--- config.mk ---
export PLATFORM = sky130hd
export DESIGN_NAME = audio_ram_sequencer
export DESIGN_NICKNAME = d
export VERILOG_FILES = /design/src/rtl/audio_ram_sequencer.sv
export SDC_FILE = /design/constraint.sdc
export NUM_CORES = 1
export LEC_CHECK = 0
export CORE_MARGIN = 5
export CORE_UTILIZATION = 51
export CTS_BUF_LIST = sky130_fd_sc_hd__clkbuf_4
export CTS_CLUSTER_SIZE = 40
export DETAILED_ROUTE_END_ITERATION = 10
export HOLD_SLACK_MARGIN = 0.03
export PLACE_DENSITY = 0.78
export SLEW_MARGIN = 5
export SYNTH_ARGS = -nofsm -noshare
export SYNTH_HDL_FRONTEND = slang
export SYNTH_SLANG_ARGS = --single-unit
export TNS_END_PERCENT = 5
--- constraint.sdc ---
create_clock -name clk -period 5.2 [get_ports clk]
set_input_delay 1.3 -clock clk [delete_from_list [all_inputs] [get_ports clk]]
set_output_delay 1.3 -clock clk [all_outputs]
set_load 0.005 [all_outputs]
--- src/rtl/audio_ram_sequencer.sv ---
// audio_ram_sequencer: paces one DDR RAM transaction per codec sample,
// runs PicoBlaze transport commands and reports recorder status.
module audio_ram_sequencer #(
    parameter int ADDR_W = 26,
    parameter int DATA_W = 16
) (
    input  logic              clk,
    input  logic              reset,
    input  logic              cmd_valid,
    input  logic [2:0]        cmd,
    input  logic              sample_end,
    input  logic [DATA_W-1:0] adc_sample,
    output logic [DATA_W-1:0] dac_sample,
    input  logic [ADDR_W-1:0] max_ram_address,
    input  logic              ram_rdy,
    output logic [ADDR_W-1:0] ram_addr,
    output logic [DATA_W-1:0] ram_wdata,
    output logic              ram_we,
    output logic              ram_rd_req,
    input  logic [DATA_W-1:0] ram_rdata,
    input  logic              ram_data_present,
    output logic              ram_rd_ack,
    output logic [7:0]        status
);

    typedef enum logic [2:0] {
        S_IDLE      = 3'd0,
        S_REC_WAIT  = 3'd1,
        S_REC_WRITE = 3'd2,
        S_PLAY_WAIT = 3'd3,
        S_PLAY_REQ  = 3'd4,
        S_PLAY_DATA = 3'd5,
        S_PAUSE     = 3'd6,
        S_ERASE     = 3'd7
    } state_t;

    localparam logic [2:0] C_PLAY  = 3'd0;
    localparam logic [2:0] C_REC   = 3'd1;
    localparam logic [2:0] C_DEL   = 3'd2;
    localparam logic [2:0] C_PAUSE = 3'd3;
    localparam logic [2:0] C_DALL  = 3'd4;
    localparam logic [ADDR_W-1:0] ADDR_ONE = {{(ADDR_W-1){1'b0}}, 1'b1};

    state_t            state, state_d, resume_mode;
    logic [ADDR_W-1:0] wr_ptr, rd_ptr, end_addr;
    logic [2:0]        pend_cmd;
    logic              pend_valid;
    logic              overrun, full, done;

    logic       accepting, cmd_ok, eff_valid;
    logic [2:0] eff_cmd;
    logic       pend_set;
    logic       do_play, do_play_res, do_rec, do_del;
    logic       do_erase, do_pause, do_resume;
    logic       wr_last, rd_last;

    // A fresh command beats a latched one; both act only in accepting states.
    always_comb begin
        accepting = (state == S_IDLE) || (state == S_REC_WAIT) ||
                    (state == S_PLAY_WAIT) || (state == S_PAUSE);
        cmd_ok    = cmd_valid && (cmd <= C_DALL);
        eff_valid = accepting && (cmd_ok || pend_valid);
        eff_cmd   = cmd_ok ? cmd : pend_cmd;
        pend_set  = cmd_ok && !accepting && (state != S_ERASE);

        do_play     = eff_valid && (eff_cmd == C_PLAY) && (state != S_PAUSE);
        do_play_res = eff_valid && (eff_cmd == C_PLAY) && (state == S_PAUSE);
        do_rec      = eff_valid && (eff_cmd == C_REC);
        do_del      = eff_valid && (eff_cmd == C_DEL);
        do_erase    = eff_valid && (eff_cmd == C_DALL);
        do_pause    = eff_valid && (eff_cmd == C_PAUSE) &&
                      ((state == S_REC_WAIT) || (state == S_PLAY_WAIT));
        do_resume   = eff_valid && (eff_cmd == C_PAUSE) && (state == S_PAUSE);

        wr_last = (wr_ptr == max_ram_address);
        rd_last = (rd_ptr == end_addr);
    end

    always_ff @(posedge clk or posedge reset) begin
        if (reset) state <= S_IDLE;
        else       state <= state_d;
    end

    always_comb begin
        state_d = state;
        unique case (1'b1)
            do_play, do_play_res: state_d = S_PLAY_WAIT;
            do_rec:               state_d = S_REC_WAIT;
            do_del:               state_d = S_IDLE;
            do_erase:             state_d = S_ERASE;
            do_pause:             state_d = S_PAUSE;
            do_resume:            state_d = resume_mode;
            default: begin
                case (state)
                    S_REC_WAIT:
                        if (sample_end) state_d = S_REC_WRITE;
                    S_REC_WRITE:
                        if (ram_rdy) state_d = wr_last ? S_IDLE : S_REC_WAIT;
                    S_PLAY_WAIT:
                        if (sample_end) state_d = rd_last ? S_IDLE : S_PLAY_REQ;
                    S_PLAY_REQ:
                        if (ram_rdy) state_d = S_PLAY_DATA;
                    S_PLAY_DATA:
                        if (ram_data_present) state_d = S_PLAY_WAIT;
                    S_ERASE:
                        if (ram_rdy && wr_last) state_d = S_IDLE;
                    default: ;
                endcase
            end
        endcase
    end

    always_comb begin
        status = {overrun, full, done,
                  (state != S_IDLE) && (state != S_PAUSE),
                  (state == S_PAUSE), state};
    end

    always_ff @(posedge clk or posedge reset) begin
        if (reset) begin
            wr_ptr      <= '0;
            rd_ptr      <= '0;
            end_addr    <= '0;
            pend_cmd    <= '0;
            pend_valid  <= 1'b0;
            resume_mode <= S_IDLE;
            overrun     <= 1'b0;
            full        <= 1'b0;
            done        <= 1'b0;
            dac_sample  <= '0;
            ram_addr    <= '0;
            ram_wdata   <= '0;
            ram_we      <= 1'b0;
            ram_rd_req  <= 1'b0;
            ram_rd_ack  <= 1'b0;
        end else begin
            ram_we     <= 1'b0;
            ram_rd_req <= 1'b0;
            ram_rd_ack <= 1'b0;
            if (eff_valid) pend_valid <= 1'b0;
            if (pend_set) begin
                pend_valid <= 1'b1;
                pend_cmd   <= cmd;
            end
            unique case (1'b1)
                do_play: begin
                    rd_ptr  <= '0;
                    done    <= 1'b0;
                    overrun <= 1'b0;
                end
                do_play_res: overrun <= 1'b0;
                do_rec: begin
                    wr_ptr   <= '0;
                    end_addr <= '0;
                    full     <= 1'b0;
                    overrun  <= 1'b0;
                end
                do_del, do_erase: begin
                    wr_ptr   <= '0;
                    rd_ptr   <= '0;
                    end_addr <= '0;
                    done     <= 1'b0;
                    full     <= 1'b0;
                    overrun  <= 1'b0;
                end
                do_pause:  resume_mode <= state;
                do_resume: ;
                default: begin
                    case (state)
                        S_REC_WAIT:
                            if (sample_end) begin
                                ram_wdata <= adc_sample;
                                ram_addr  <= wr_ptr;
                            end
                        S_REC_WRITE: begin
                            if (sample_end) overrun <= 1'b1;
                            if (ram_rdy) begin
                                ram_we   <= 1'b1;
                                end_addr <= wr_ptr + ADDR_ONE;
                                if (wr_last) full   <= 1'b1;
                                else         wr_ptr <= wr_ptr + ADDR_ONE;
                            end
                        end
                        S_PLAY_WAIT:
                            if (sample_end) begin
                                if (rd_last) begin
                                    done       <= 1'b1;
                                    dac_sample <= '0;
                                end else begin
                                    ram_addr <= rd_ptr;
                                end
                            end
                        S_PLAY_REQ: begin
                            if (sample_end) overrun <= 1'b1;
                            if (ram_rdy) ram_rd_req <= 1'b1;
                        end
                        S_PLAY_DATA: begin
                            if (sample_end) overrun <= 1'b1;
                            if (ram_data_present) begin
                                dac_sample <= ram_rdata;
                                ram_rd_ack <= 1'b1;
                                rd_ptr     <= rd_ptr + ADDR_ONE;
                            end
                        end
                        // wr_ptr doubles as the sweep address while erasing
                        S_ERASE:
                            if (ram_rdy) begin
                                ram_we    <= 1'b1;
                                ram_addr  <= wr_ptr;
                                ram_wdata <= '0;
                                wr_ptr    <= wr_last ? '0 : wr_ptr + ADDR_ONE;
                            end
                        default: ;
                    endcase
                end
            endcase
        end
    end

endmodule

## Word level (Yosys, flattened, before mapping)

Index checks and enable logic that the tools add are counted.

- Bits in registers: 152
- Latch bits: 0
- RAM bits: 0
- Memory bits (read-only): 0
- Output and inout bits: 69
- Memories kept: 0

- $add $sub $neg: 2
- Multipliers: 0
- Div/mod/pow operators: 0
- Magnitude comparators: 1
- Equal/unequal tests: 30
- Shift operators: 0
- Multiplexer cells: 56
- Bitwise logic cells: 4
- Reduce and logical (&&, ||, !) cells: 60

Operators by type and width:

| cell | number |
|---|---|
| $mux 26 | 12 |
| $pmux 26 s2 | 4 |
| $mux 16 | 5 |
| $pmux 26 s3 | 1 |
| $pmux 16 s2 | 2 |
| $add 26x1->26 const B | 2 |
| $eq 26x26->1 | 2 |
| $ne 8x7->1 const B | 6 |
| $pmux 3 s6 | 2 |
| $reduce_bool 2->1 | 13 |
| $mux 3 | 8 |
| $mux 1 | 19 |
| $eq 3x3->1 const B | 5 |
| $logic_and 1x1->1 | 15 |
| $ne 3x3->1 const B | 5 |
| $eq 3x2->1 const B | 4 |
| $ne 2x2->1 const B | 6 |
| $reduce_and 4->1 | 3 |
| $reduce_bool 12->1 | 1 |
| $reduce_and 5->1 | 2 |
| $reduce_and 3->1 | 3 |
| $reduce_bool 3->1 | 3 |
| $reduce_or 3->1 | 3 |
| $reduce_or 4->1 | 2 |
| other kinds (12) | 25 |

## Depth between registers and ports, before layout

- Depth after elaboration: 10
- Gate-level depth with buffers: 10
- Gate-level depth less buffers: 7

## Worst setup path after synthesis

OpenSTA, ideal clock, no wires.

- Path kind: input -> register
- Start point: in cmd[2]
- End point: reg ram_addr[0]
- Library setup time: 0.125 ns
- Data arrival time: 2.973 ns
- Data required time: 5.075 ns
- Setup slack: 2.102 ns
- Stages: 8
- Buffers on the path: 2
- Cell sequence: nand2b_2 > a31oi_4 > a2111oi_4 > or3_1 > buf_4 > o21ai_4 > buf_6 > mux2_4

- Cells in the longest elaborated chain, start to end: 9

Ends and longest elaborated chain:

| element | line | text |
|---|---|---|
| start, declared | 10 | `input logic [2:0] cmd,` |
| $le 3x3->1 | 61 | `cmd_ok = cmd_valid && (cmd <= C_DALL);` |
| $logic_and 1x1->1 | 61 |  |
| $mux 3 or $logic_or 1x1->1 (tied branches) | 63, 62 |  |
| $eq 3x2->1 (tied with other cells) | 71, 73 |  |
| $logic_and 1x1->1 (on tied branches) (2 in series) | -- |  |
| $reduce_or 7->1 (no line) * | -- |  |
| $not 1->1 (no line) * | -- |  |
| $reduce_and 6->1 (no line) * | -- |  |
| end signal, assigned | 173 | `ram_addr <= wr_ptr;` |
| end signal, assigned | 190 | `ram_addr <= rd_ptr;` |
| end signal, assigned | 209 | `ram_addr <= wr_ptr;` |
| end, declared | 16 | `output logic [ADDR_W-1:0] ram_addr,` |

Mark *: on every way between the ends. The rest lies on a longest branch, timed or not.
A chain may end at the register's enable or synchronous reset.

## Worst setup path in the final report

- Start point: reg state[0]
- End point: out status[4]

- Cells in the longest elaborated chain, start to end: 2

Ends and longest elaborated chain:

| element | line | text |
|---|---|---|
| start, declared | 44 | `state_t state, state_d, resume_mode;` |
| start signal, assigned | 81 | `else state <= state_d;` |
| $ne 3x3->1 or $reduce_bool 3->1 (tied branches) | 115 | `(state != S_IDLE) && (state != S_PAUSE),` |
| $logic_and 1x1->1 * | 115 |  |
| end, declared | 23 | `output logic [7:0] status` |

Marked as above.

==> summary.txt <==
Synth async-reset ratio - 1.00
Slowest cell on crit path - dfrtp_1
Htree depth - 4
Gr ovfl total - 0
Commonest non-fill, non-tap cells in the layout - 152 x dfrtp_1, 135 x clkdlybuf4s50_1, 88 x nand2_1, 88 x nor2_1, 51 x xor2_1
DR pass1 iterations - 5
Number of port buffers - 135
FF-to-FF path depth - 5
Storage cell area - 3800 sq um
Synthesized area - 8590 sq um
Cts hold-fix bufs - 0
Worst hold slack - 0.498 ns
Hold Path Origin - ram_wdata[3]$_DFFE_PP0P_
Psw - 1.74 mW
Global routing usage on met2 - 0.379
Power share of the clock group - 0.183
Peak VDD IR - 0.224 mV
Die height - 140 microns
Io pins - 136
CTS tree - done
Combinational power share - 0.424
Final non-filler cell area - 10300 sq um
Commonest non-fill, non-tap cell in the layout - dfrtp_1
CP Capture Type - output pin
Worst-path fanout max - 30
Reg power frac - 0.394
Worst hold endpoint - ram_wdata[3]$_DFFE_PP0P_
GRT met1 Usage - 0.301
Worst skew pair latency - 0.57 ns
Root buffer cell - clkbuf_4
Placeable core area - 16500 sq um
Clock Sinks - 152
Post-route DRC - 0
Max-slew violations - 0
Die area - 19500 sq um
Pwr per Cell Area - 443 nW/um^2
Tightest Hold Check Type - register to register
Layout Nets - 1050
Largest net degree at the start of global routing - 153
Synth Flop Type - dfrtp_1
# diodes - 0
Post-synth EDFFs - 0
Routed Antenna Nets - 0
Clock slew at reported path FFs - 0.14 ns
Overall global routing resource usage - 0.232
Most used routing layer - met2
Critical path depth - 3
#FFs+latches synth - 152
# rows - 47
Tmin final - 3.75 ns
Data arrival time of the critical path - 2.45 ns
Worst Path Required - 3.90 ns
CTS Buf Count - 17
Number of cells upsized or downsized after cts - 0
Status - completed
Hold Path Depth - 2
Post-layout util - 0.624
Antenna violations before repair - 0
Final GP Congestion - 0.886
Seq/Total Area, Yosys - 0.443
DR vias - 7082
Syn Area/Cell - 9.68 sq um
First-pass GRT wire length - 36500 microns
Worst path bufs/invs - 2
Post-route clock period utilization - 0.722
Element type at the critical path start - register
Initial Util - 0.520
Post-route setup TNS - 0 ns
Final setup viols - 0
Delay-heaviest family, CP - flip-flops
Total placed instance area - 9980 sq um
Final HPWL DP - 16200 microns
Synth unique cells - 66
Area occupied by multi-input gates - 4390 sq um
DR iter-0 viols - 413
Worst setup path class - register to output pin
Switching share of power - 0.381
Net count after synthesis - 956
Max Clk Rate - 0.266 GHz
Final Hold Fails - 0
R2R Setup Slk - 1.77 ns
Share of layout cells above drive strength 1 - 0.109
Filler cells - 1400
Avg WL per Cell - 18.8 microns
Max Cap Viol - 0
RR Endpoint - dac_sample[7]$_DFFE_PP0P_
Slew margin rel. - 0.260
Cell leakage power - 4.48 nW
Critical-path cell list - inv_1 -> nand2_1 -> clkdlybuf4s50_1
RSZ-0062 raised after global routing - false
Grt met3 use - 0.0542
Vias in the first global route - 6937
Worst Tran Pin Value - 1.11 ns
Vias per cell - 5.83
Setup repair bufs after CTS - 0
Max Root-Sink Buffers - 2
Layout overhead on the synthesized area - 20.0%
Crit-path max cell delay - 0.94 ns
Int Pwr - 2.82 mW
Die W - 140 microns
Cells after synthesis - 887
Final WL - 22800 microns
Clk_skew - 0.0174 ns
RR Startpoint - state[0]$_DFFE_PP0P_
Yosys Warn Count - 0
routing by layer:
metal  share of wire  vias up
li1                -     3303
met1            0.42     3449
met2            0.48      282
met3           0.072       48
met4           0.026        0
met5               0        -
per-stage QoR:
step	setup slack, ns	power, mW	cells
6_report	1.45	4.56	1214
5_1_grt	1.30	4.83	1214
4_1_cts	1.46	4.58	1214
3_5_place_dp	1.04	3.74	1182
3_3_place_gp	1.11	3.67	1182
2_1_floorplan	1.98	3.02	887
worst max path at each step:
stage / startpoint / to
after CTS: state[0]$_DFFE_PP0P_ / status[4]
after detailed placement: cmd[2] / ram_addr[18]$_DFFE_PP0P_
after global routing: state[0]$_DFFE_PP0P_ / status[4]
after global placement: cmd[2] / ram_addr[16]$_DFFE_PP0P_
final: state[0]$_DFFE_PP0P_ / status[4]
after floorplan: reset / dac_sample[0]$_DFFE_PP0P_
sequential cells by signal, indices dropped and copies added, names as in the netlist:
register     count
full             1
ram_addr        26
ram_rd_req       1
pend_cmd         3
ram_rd_ack       1
state            3
rd_ptr          26
end_addr        26
dac_sample      16
ram_wdata       16
resume_mode      3
ram_we           1
wr_ptr          26
pend_valid       1
overrun          1
done             1
area by class of cell:
type,instances,share of cell area
Clock buffer,17,0.0124
Clock inverter,15,0.0193
Inverter,16,0.00619
Multi-Input combinational cell,648,0.426
Sequential cell,152,0.369
Tap cell,220,0.0267
Timing Repair Buffer,146,0.140
cells by family after synthesis:
group,Yosys count,share of synthesized area
AO/OA/AOI/OAI,144,0.117
XOR/XNOR,92,0.0938
adder cells (fa/ha/maj),2,0.00291
buffers and inverters,87,0.0459
flip-flops,152,0.443
multiplexers,73,0.104
AND/OR/NAND/NOR,337,0.193
worst reg2reg max path: stages, from the launching register on:
cell	delay, ns
dfrtp_1	0.94
nor2b_1	0.33
nand2_1	0.38
nor4_1	0.56
o21a_1	0.71
mux2_2	0.42
power groups by stage:
stage	clock (mW)	sequential, mW	combinational (mW)
global placement	0	1.81	1.87
global route	0.904	1.83	2.10
floorplan	0	1.68	1.35
finish	0.834	1.80	1.93
CTS	0.852	1.79	1.93
detailed placement	0	1.82	1.92
cells in the mapped netlist (all sizes together) (3+ instances only):
| cell | instances | area, sq um |
|---|---|---|
| a22oi | 14 | 110 |
| nand3 | 27 | 135 |
| nand2 | 88 | 330 |
| nand2b | 7 | 46.3 |
| mux2i | 3 | 30.0 |
| a21o | 7 | 52.6 |
| a211oi | 15 | 113 |
| buf | 31 | 184 |
| a21oi | 24 | 124 |
| clkbuf | 40 | 150 |
| a31oi | 4 | 40.0 |
| inv | 15 | 56.3 |
| nor2 | 88 | 330 |
| o21ai | 44 | 231 |
| o21a | 9 | 67.6 |
| nor3 | 33 | 165 |
| nand4 | 18 | 113 |
| a311oi | 4 | 35.0 |
| xor2 | 51 | 447 |
| and4 | 4 | 35.0 |
| o211ai | 5 | 37.5 |
| nor2b | 7 | 43.8 |
| xnor2 | 41 | 359 |
| mux2 | 70 | 863 |
| dfrtp | 152 | 3800 |
| and3 | 21 | 131 |
| nor4 | 18 | 119 |
| or3 | 4 | 25.0 |
| nor3b | 5 | 53.8 |
| and2 | 8 | 50.1 |
Note: power is estimated with default switching activity, not from simulation.
